$ cat src/rtl/ysyx_25030081_pcu_pkg.sv
// Shared definitions for the program-counter unit: control-flow codes and FSM states.
package ysyx_25030081_pcu_pkg;

   // Control-flow codes carried on ex_branch; unlisted codes fall through as "none"
   localparam logic [3:0] BR_NONE  = 4'b0000;
   localparam logic [3:0] BR_JAL   = 4'b0001;
   localparam logic [3:0] BR_JALR  = 4'b0010;
   localparam logic [3:0] BR_BEQ   = 4'b0100;
   localparam logic [3:0] BR_BNE   = 4'b0101;
   localparam logic [3:0] BR_BLT   = 4'b0110;
   localparam logic [3:0] BR_BGE   = 4'b0111;
   localparam logic [3:0] BR_BLTU  = 4'b1110;
   localparam logic [3:0] BR_BGEU  = 4'b1111;
   localparam logic [3:0] BR_ECALL = 4'b1000;
   localparam logic [3:0] BR_MRET  = 4'b1001;

   // FETCH offers the PC to the IFU, EXEC waits for the resolved packet from the EXU
   typedef enum logic {
      ST_FETCH = 1'b0,
      ST_EXEC  = 1'b1
   } pcu_state_e;

endpackage

$ cat src/rtl/ysyx_25030081_bru.sv
// Combinational branch resolution: condition, target, alignment fault and next PC.
module ysyx_25030081_bru
   import ysyx_25030081_pcu_pkg::*;
#(
   parameter int DATA_WIDTH = 32,
   parameter int C_EXT      = 0
) (
   input  logic [DATA_WIDTH-1:0] pc,
   input  logic [DATA_WIDTH-1:0] src1,
   input  logic [DATA_WIDTH-1:0] src2,
   input  logic [DATA_WIDTH-1:0] imm,
   input  logic [3:0]            branch,
   input  logic [DATA_WIDTH-1:0] mtvec,
   input  logic [DATA_WIDTH-1:0] mepc,
   output logic [DATA_WIDTH-1:0] next_pc,
   output logic                  taken,
   output logic                  misalign,
   output logic [DATA_WIDTH-1:0] target
);

   localparam logic [DATA_WIDTH-1:0] MASK_HALF = ~DATA_WIDTH'(1);
   localparam logic [DATA_WIDTH-1:0] MASK_WORD = ~DATA_WIDTH'(3);
   localparam logic [DATA_WIDTH-1:0] STEP      = DATA_WIDTH'(4);

   logic [DATA_WIDTH-1:0] seq_pc;
   logic [DATA_WIDTH-1:0] rel_target;
   logic [DATA_WIDTH-1:0] trap_vec;
   logic                  cond;
   logic                  check_align;

   // Decode the code into a target and a take decision; only pc-relative and jalr targets are alignment-checked
   always_comb begin
      seq_pc      = pc + STEP;
      rel_target  = pc + imm;
      trap_vec    = mtvec & MASK_WORD;
      target      = rel_target;
      cond        = 1'b0;
      check_align = 1'b0;
      case (branch)
         BR_JAL:   begin cond = 1'b1; check_align = 1'b1; end
         BR_JALR:  begin target = (src1 + imm) & MASK_HALF; cond = 1'b1; check_align = 1'b1; end
         BR_BEQ:   begin cond = (src1 == src2); check_align = cond; end
         BR_BNE:   begin cond = (src1 != src2); check_align = cond; end
         BR_BLT:   begin cond = ($signed(src1) <  $signed(src2)); check_align = cond; end
         BR_BGE:   begin cond = ($signed(src1) >= $signed(src2)); check_align = cond; end
         BR_BLTU:  begin cond = (src1 <  src2); check_align = cond; end
         BR_BGEU:  begin cond = (src1 >= src2); check_align = cond; end
         BR_ECALL: begin target = trap_vec; cond = 1'b1; end
         BR_MRET:  begin target = mepc & MASK_HALF; cond = 1'b1; end
         default:  ;
      endcase
      // bit 0 is always clear here, so only bit 1 can break 4-byte alignment
      misalign = check_align && (C_EXT == 0) && target[1];
      taken    = cond && !misalign;
      if (misalign)
         next_pc = trap_vec;
      else if (cond)
         next_pc = target;
      else
         next_pc = seq_pc;
   end

endmodule

$ cat src/rtl/ysyx_25030081_pcu.sv
// Program-counter unit: holds the PC, hands it to the IFU, retires one EXU packet per instruction.
module ysyx_25030081_pcu
   import ysyx_25030081_pcu_pkg::*;
#(
   parameter int                    DATA_WIDTH = 32,
   parameter logic [DATA_WIDTH-1:0] RESET_PC   = 32'h8000_0000,
   parameter int                    C_EXT      = 0,
   parameter int                    CNT_WIDTH  = 64
) (
   input  logic                  clk,
   input  logic                  rst_n,
   output logic                  pc_valid,
   input  logic                  pc_ready,
   output logic [DATA_WIDTH-1:0] pc,
   input  logic                  ex_valid,
   output logic                  ex_ready,
   input  logic [3:0]            ex_branch,
   input  logic [DATA_WIDTH-1:0] ex_src1,
   input  logic [DATA_WIDTH-1:0] ex_src2,
   input  logic [DATA_WIDTH-1:0] ex_imm,
   input  logic [DATA_WIDTH-1:0] mtvec,
   input  logic [DATA_WIDTH-1:0] mepc,
   output logic                  taken,
   output logic                  misalign,
   output logic [DATA_WIDTH-1:0] mtval,
   output logic [CNT_WIDTH-1:0]  instret
);

   pcu_state_e            state_reg, state_next;
   logic [DATA_WIDTH-1:0] pc_reg;
   logic                  taken_reg;
   logic                  misalign_reg;
   logic [DATA_WIDTH-1:0] mtval_reg;
   logic [CNT_WIDTH-1:0]  instret_reg;
   logic                  ex_fire;

   logic [DATA_WIDTH-1:0] bru_next_pc;
   logic                  bru_taken;
   logic                  bru_misalign;
   logic [DATA_WIDTH-1:0] bru_target;

   ysyx_25030081_bru #(
      .DATA_WIDTH (DATA_WIDTH),
      .C_EXT      (C_EXT)
   ) u_bru (
      .pc       (pc_reg),
      .src1     (ex_src1),
      .src2     (ex_src2),
      .imm      (ex_imm),
      .branch   (ex_branch),
      .mtvec    (mtvec),
      .mepc     (mepc),
      .next_pc  (bru_next_pc),
      .taken    (bru_taken),
      .misalign (bru_misalign),
      .target   (bru_target)
   );

   // Handshake FSM; request/accept strobes come from state alone (rst_n masks the request during reset)
   always_comb begin
      state_next = state_reg;
      pc_valid   = 1'b0;
      ex_ready   = 1'b0;
      ex_fire    = 1'b0;
      case (state_reg)
         ST_FETCH: begin
            pc_valid = rst_n;
            if (pc_ready) state_next = ST_EXEC;
         end
         ST_EXEC: begin
            ex_ready = 1'b1;
            ex_fire  = ex_valid;
            if (ex_valid) state_next = ST_FETCH;
         end
         default: state_next = ST_FETCH;
      endcase
   end

   // State register
   always_ff @(posedge clk or negedge rst_n) begin
      if (!rst_n) state_reg <= ST_FETCH;
      else        state_reg <= state_next;
   end

   // Architectural state: PC, one-cycle pulses, sticky fault address and retired count
   always_ff @(posedge clk or negedge rst_n) begin
      if (!rst_n) begin
         pc_reg       <= RESET_PC;
         taken_reg    <= 1'b0;
         misalign_reg <= 1'b0;
         mtval_reg    <= '0;
         instret_reg  <= '0;
      end else begin
         taken_reg    <= ex_fire && bru_taken;
         misalign_reg <= ex_fire && bru_misalign;
         if (ex_fire) begin
            pc_reg      <= bru_next_pc;
            instret_reg <= instret_reg + CNT_WIDTH'(1);
            if (bru_misalign) mtval_reg <= bru_target;
         end
      end
   end

   assign pc       = pc_reg;
   assign taken    = taken_reg;
   assign misalign = misalign_reg;
   assign mtval    = mtval_reg;
   assign instret  = instret_reg;

endmodule

$ cat config.mk
export PLATFORM = sky130hd
export DESIGN_NAME = ysyx_25030081_pcu
export DESIGN_NICKNAME = d
export VERILOG_FILES = /design/src/rtl/ysyx_25030081_pcu_pkg.sv /design/src/rtl/ysyx_25030081_bru.sv /design/src/rtl/ysyx_25030081_pcu.sv
export SDC_FILE = /design/constraint.sdc
export NUM_CORES = 1
export LEC_CHECK = 0
export ABC_AREA = 1
export CAP_MARGIN = 20
export CORE_MARGIN = 1.5
export CORE_UTILIZATION = 47
export CTS_CLUSTER_DIAMETER = 80
export DETAILED_ROUTE_END_ITERATION = 12
export PLACE_DENSITY = 0.84
export SYNTH_ARGS = -nofsm -noshare
export SYNTH_HDL_FRONTEND = slang
export SYNTH_SLANG_ARGS = --single-unit
$ cat constraint.sdc
create_clock -name clk -period 2.3 [get_ports clk]
set_clock_uncertainty 0.05 [all_clocks]
set_input_delay 0.46 -clock clk [delete_from_list [all_inputs] [get_ports clk]]
set_output_delay 0.46 -clock clk [all_outputs]
set_load 0.01 [all_outputs]
==> results.md <==
* DIE WIDTH at between 150 and 200 um
* WP buf/inv at 3
* Cell leakage power at about 11 nW
* Post-Synth Simple-Gate Area at 38.4%
* VDD IR-drop max at about 0.00066 V
* Die height at around 170 um
* Routed vias at 18.8k
* Ys async rst share at 100%
* Status: finished, violations left
* Max stage delay on crit path at ~0.8 ns
* Compound-cell area share of the yosys netlist at between 10% and 20%
* Highest clock rate at approximately 0.29 GHz
* Largest family of logic cells by synthesized area: simple AND/OR/NAND/NOR gates
* Largest fanout on the critical path at 6
* WL final at about 75000 um
* Max Cap Violations at 0
* Violated checks: setup timing
* Die ar. at 27900 sq um
* Crit Path Category: reg2reg
* Relative slew slack at roughly a third
* Mapped Cells at between 1.5k and 2k
* Number of hold violations in the final report at 0
* Minimum clock period at between 3 and 4 ns
* Starting Density at 48.2%
* Synth top area share at between 20% and 30%
* Fin. max-slew vios at 0
* Yosys reg bits at roughly 130
* Yosys warns at 0
* Number of buffers on the longest clock path at 2
* Ys flop type: dfrtp_1
* Slowest CP cell: nor3_1
* Final setup vio count at 88
* Initial DRC count at between 2k and 3k
* Post-placement cell count at 2892
* Synth Area in XOR/XNOR at 6.92%
* CTS tree: done
* Unrepaired setup endpoints after global routing: true
* IO Pins at 300
* Aggregate global routing overflow at 0
* Row count at 59
* Crit-path cells: buf_4, inv_1, nor2_1, inv_1, nor3_1, nand4_1, xnor2_1, nand3_2, nand3_2, nand2_1, nand2_1
* Clock sinks at around 130
* Core region area at 26300 sq um
* CTS buffer count at 17
* Fin nets at just under 3k
* Worst-path clk slew at about 0.060 ns
* Routability Congestion at between 1 and 1.5
* PortBufs at roughly 300
* Synth cell count leaders: nand2_1 (579), inv_1 (218), nor2_1 (153), nand3_1 (133), dfrtp_1 (130)
* ANT nets after route at 0
* Largest register FFs at 64
* Number of flops mapped to enable cells by yosys at 0
* CP arrival at 3.80 ns
* Fin crit share at 151%
* Pwr dens at roughly 860 nW/um^2
* Area growth, synth to finish at 80.8%
* DRC Markers at 0
* Netlist Area Pre-Place at roughly 13000 sq um
* Vias in the first global route at around 18k
* Post-synthesis net count at 2173
* Post-synthesis sequential area ratio at between 20% and 30%
* Final Power at slightly below 20 mW
* Top-count cell post-synth: nand2_1
* Avg Cell Area, Syn at roughly 6.6 sq um
* Root buffer cell: clkbuf_16
* Crit end category: flip-flop
* Post-DP HPWL at 45700 um
* Routed wire length per instance at between 20 and 25 um
* Share of cells above drive strength 1 at 38.9%
* Vias/cell at ~6.3
* Pin count of the biggest net entering global routing at between 100 and 150
* All-Layer GR Usage at between 40% and 50%
* Post-synthesis adder-cell area fraction at roughly 9.7%
* Worst Tran Pin Value at 0.974 ns
* First-pass GRT wire length at about 100000 um
* # hold bufs at CTS at 0
* Worst min-delay path class: in2async
* H-tree levels at 4
* Clk_lat worst skew at approximately 0.44 ns
* Hold Worst Slack at 0.113 ns
* Initial antenna violation count at 5
* Yosys cell types at 52
* Setup crit start kind: flip-flop
* Synth area leader: dfrtp_1
* Mux cell area share after synthesis at 0%
* Worst setup margin at -1.18 ns
* DR pass1 iterations at 9
* CP delay by family, top: simple AND/OR/NAND/NOR gates
* Largest cells by area after synthesis: dfrtp_1 (26%), nand2_1 (17%), ha_1 (9.4%)
* Critical Path RT at around 2.6 ns
* Setup TNS at -28.74 ns
* Final Non-Filler Cells at ~3.0k
-- layout make-up --
cell class	count	area [sq um]
Multi-Input combinational cell	1525	10800
Timing Repair Buffer	757	6930
Fill cell	1363	3400
Sequential cell	131	3290
Inverter	223	890
Clock buffer	19	433
Tap cell	335	419
Clock inverter	13	173
Antenna cell	2	5.00
-- stage by stage --
step,worst slack (ns),cell area [sq um],util (%)
floorplan,-0.240,12800,-
global placement,-1.05,19000,72.1
detailed placement,-1.11,19000,72.1
CTS,-0.326,22000,83.8
global route,-0.983,22900,87.1
finish,-1.18,22900,87.1
-- what timing repair did --
action,4_1_cts,5_1_grt
hold endpoints to repair,0,0
buffers inserted,41,22
gates resized for setup,677,203
setup endpoints to repair,85,90
pin swaps,155,111
gates cloned,21,0
-- cell families (layout without fill, tap and decap cells) --
group,Yosys count,in the layout
AND/OR/NAND/NOR,1080,1081
buffers and inverters,253,1012
XOR/XNOR,100,100
other,0,2
adder cells (fa/ha/maj),97,97
AO/OA/AOI/OAI,247,247
flip-flops,131,131
-- path summary, 6_finish.rpt --
check,from,endpoint,slack (ns),depth (start not counted)
worst min register to register,instret[63],instret[63],0.42,1
worst max-delay path,pc[23],pc[29],-1.18,11
min in group clk,instret[63],instret[63],0.42,1
max in group asynchronous,rst_n,instret[7],1.50,2
worst min-delay path,rst_n,mtval[14],0.11,2
worst max register to register,pc[23],pc[29],-1.18,11
-- metal layers --
metal  up-vias  GRT usage (%)  part of all wire (%)
li1       7786              -                     -
met1      8639           51.7                    32
met2      1719           78.9                    45
met3       660           12.3                    13
met4         6           35.0                    11
met5         -              0                 0.048
-- where the power goes --
part           switching (mW)  internal [mW]  leakage (nW)
clock network            1.22           1.73         0.282
logic                    7.16           6.05          9.31
registers               0.731           2.89          1.61
total                    9.12           10.7          11.2
-- layout by cell type (no fill, tap or decap), types with 7 or more instances in the layout --
cell,count
a21oi_2,31
o21ai_1,23
nor2_4,12
ha_1,33
buf_12,16
inv_2,34
nand2_2,94
a21oi_1,77
nand3_2,54
buf_2,34
ha_4,60
clkdlybuf4s50_1,206
a21o_1,11
inv_4,8
clkbuf_16,17
dfrtp_1,124
nor2_2,27
nor3_1,40
a22o_1,10
nand4_1,52
o21a_1,9
nand2_4,63
buf_6,47
buf_16,18
nor4_1,10
xnor2_1,26
nand2_1,443
xor2_1,69
dlygate4sd2_1,24
inv_1,178
nand3b_1,19
or2_2,7
buf_4,399
nor3_2,16
nor2_1,121
o21ai_0,47
nand3_4,8
o21ai_2,15
nand3_1,91
Power figures use the tool's default switching activity.
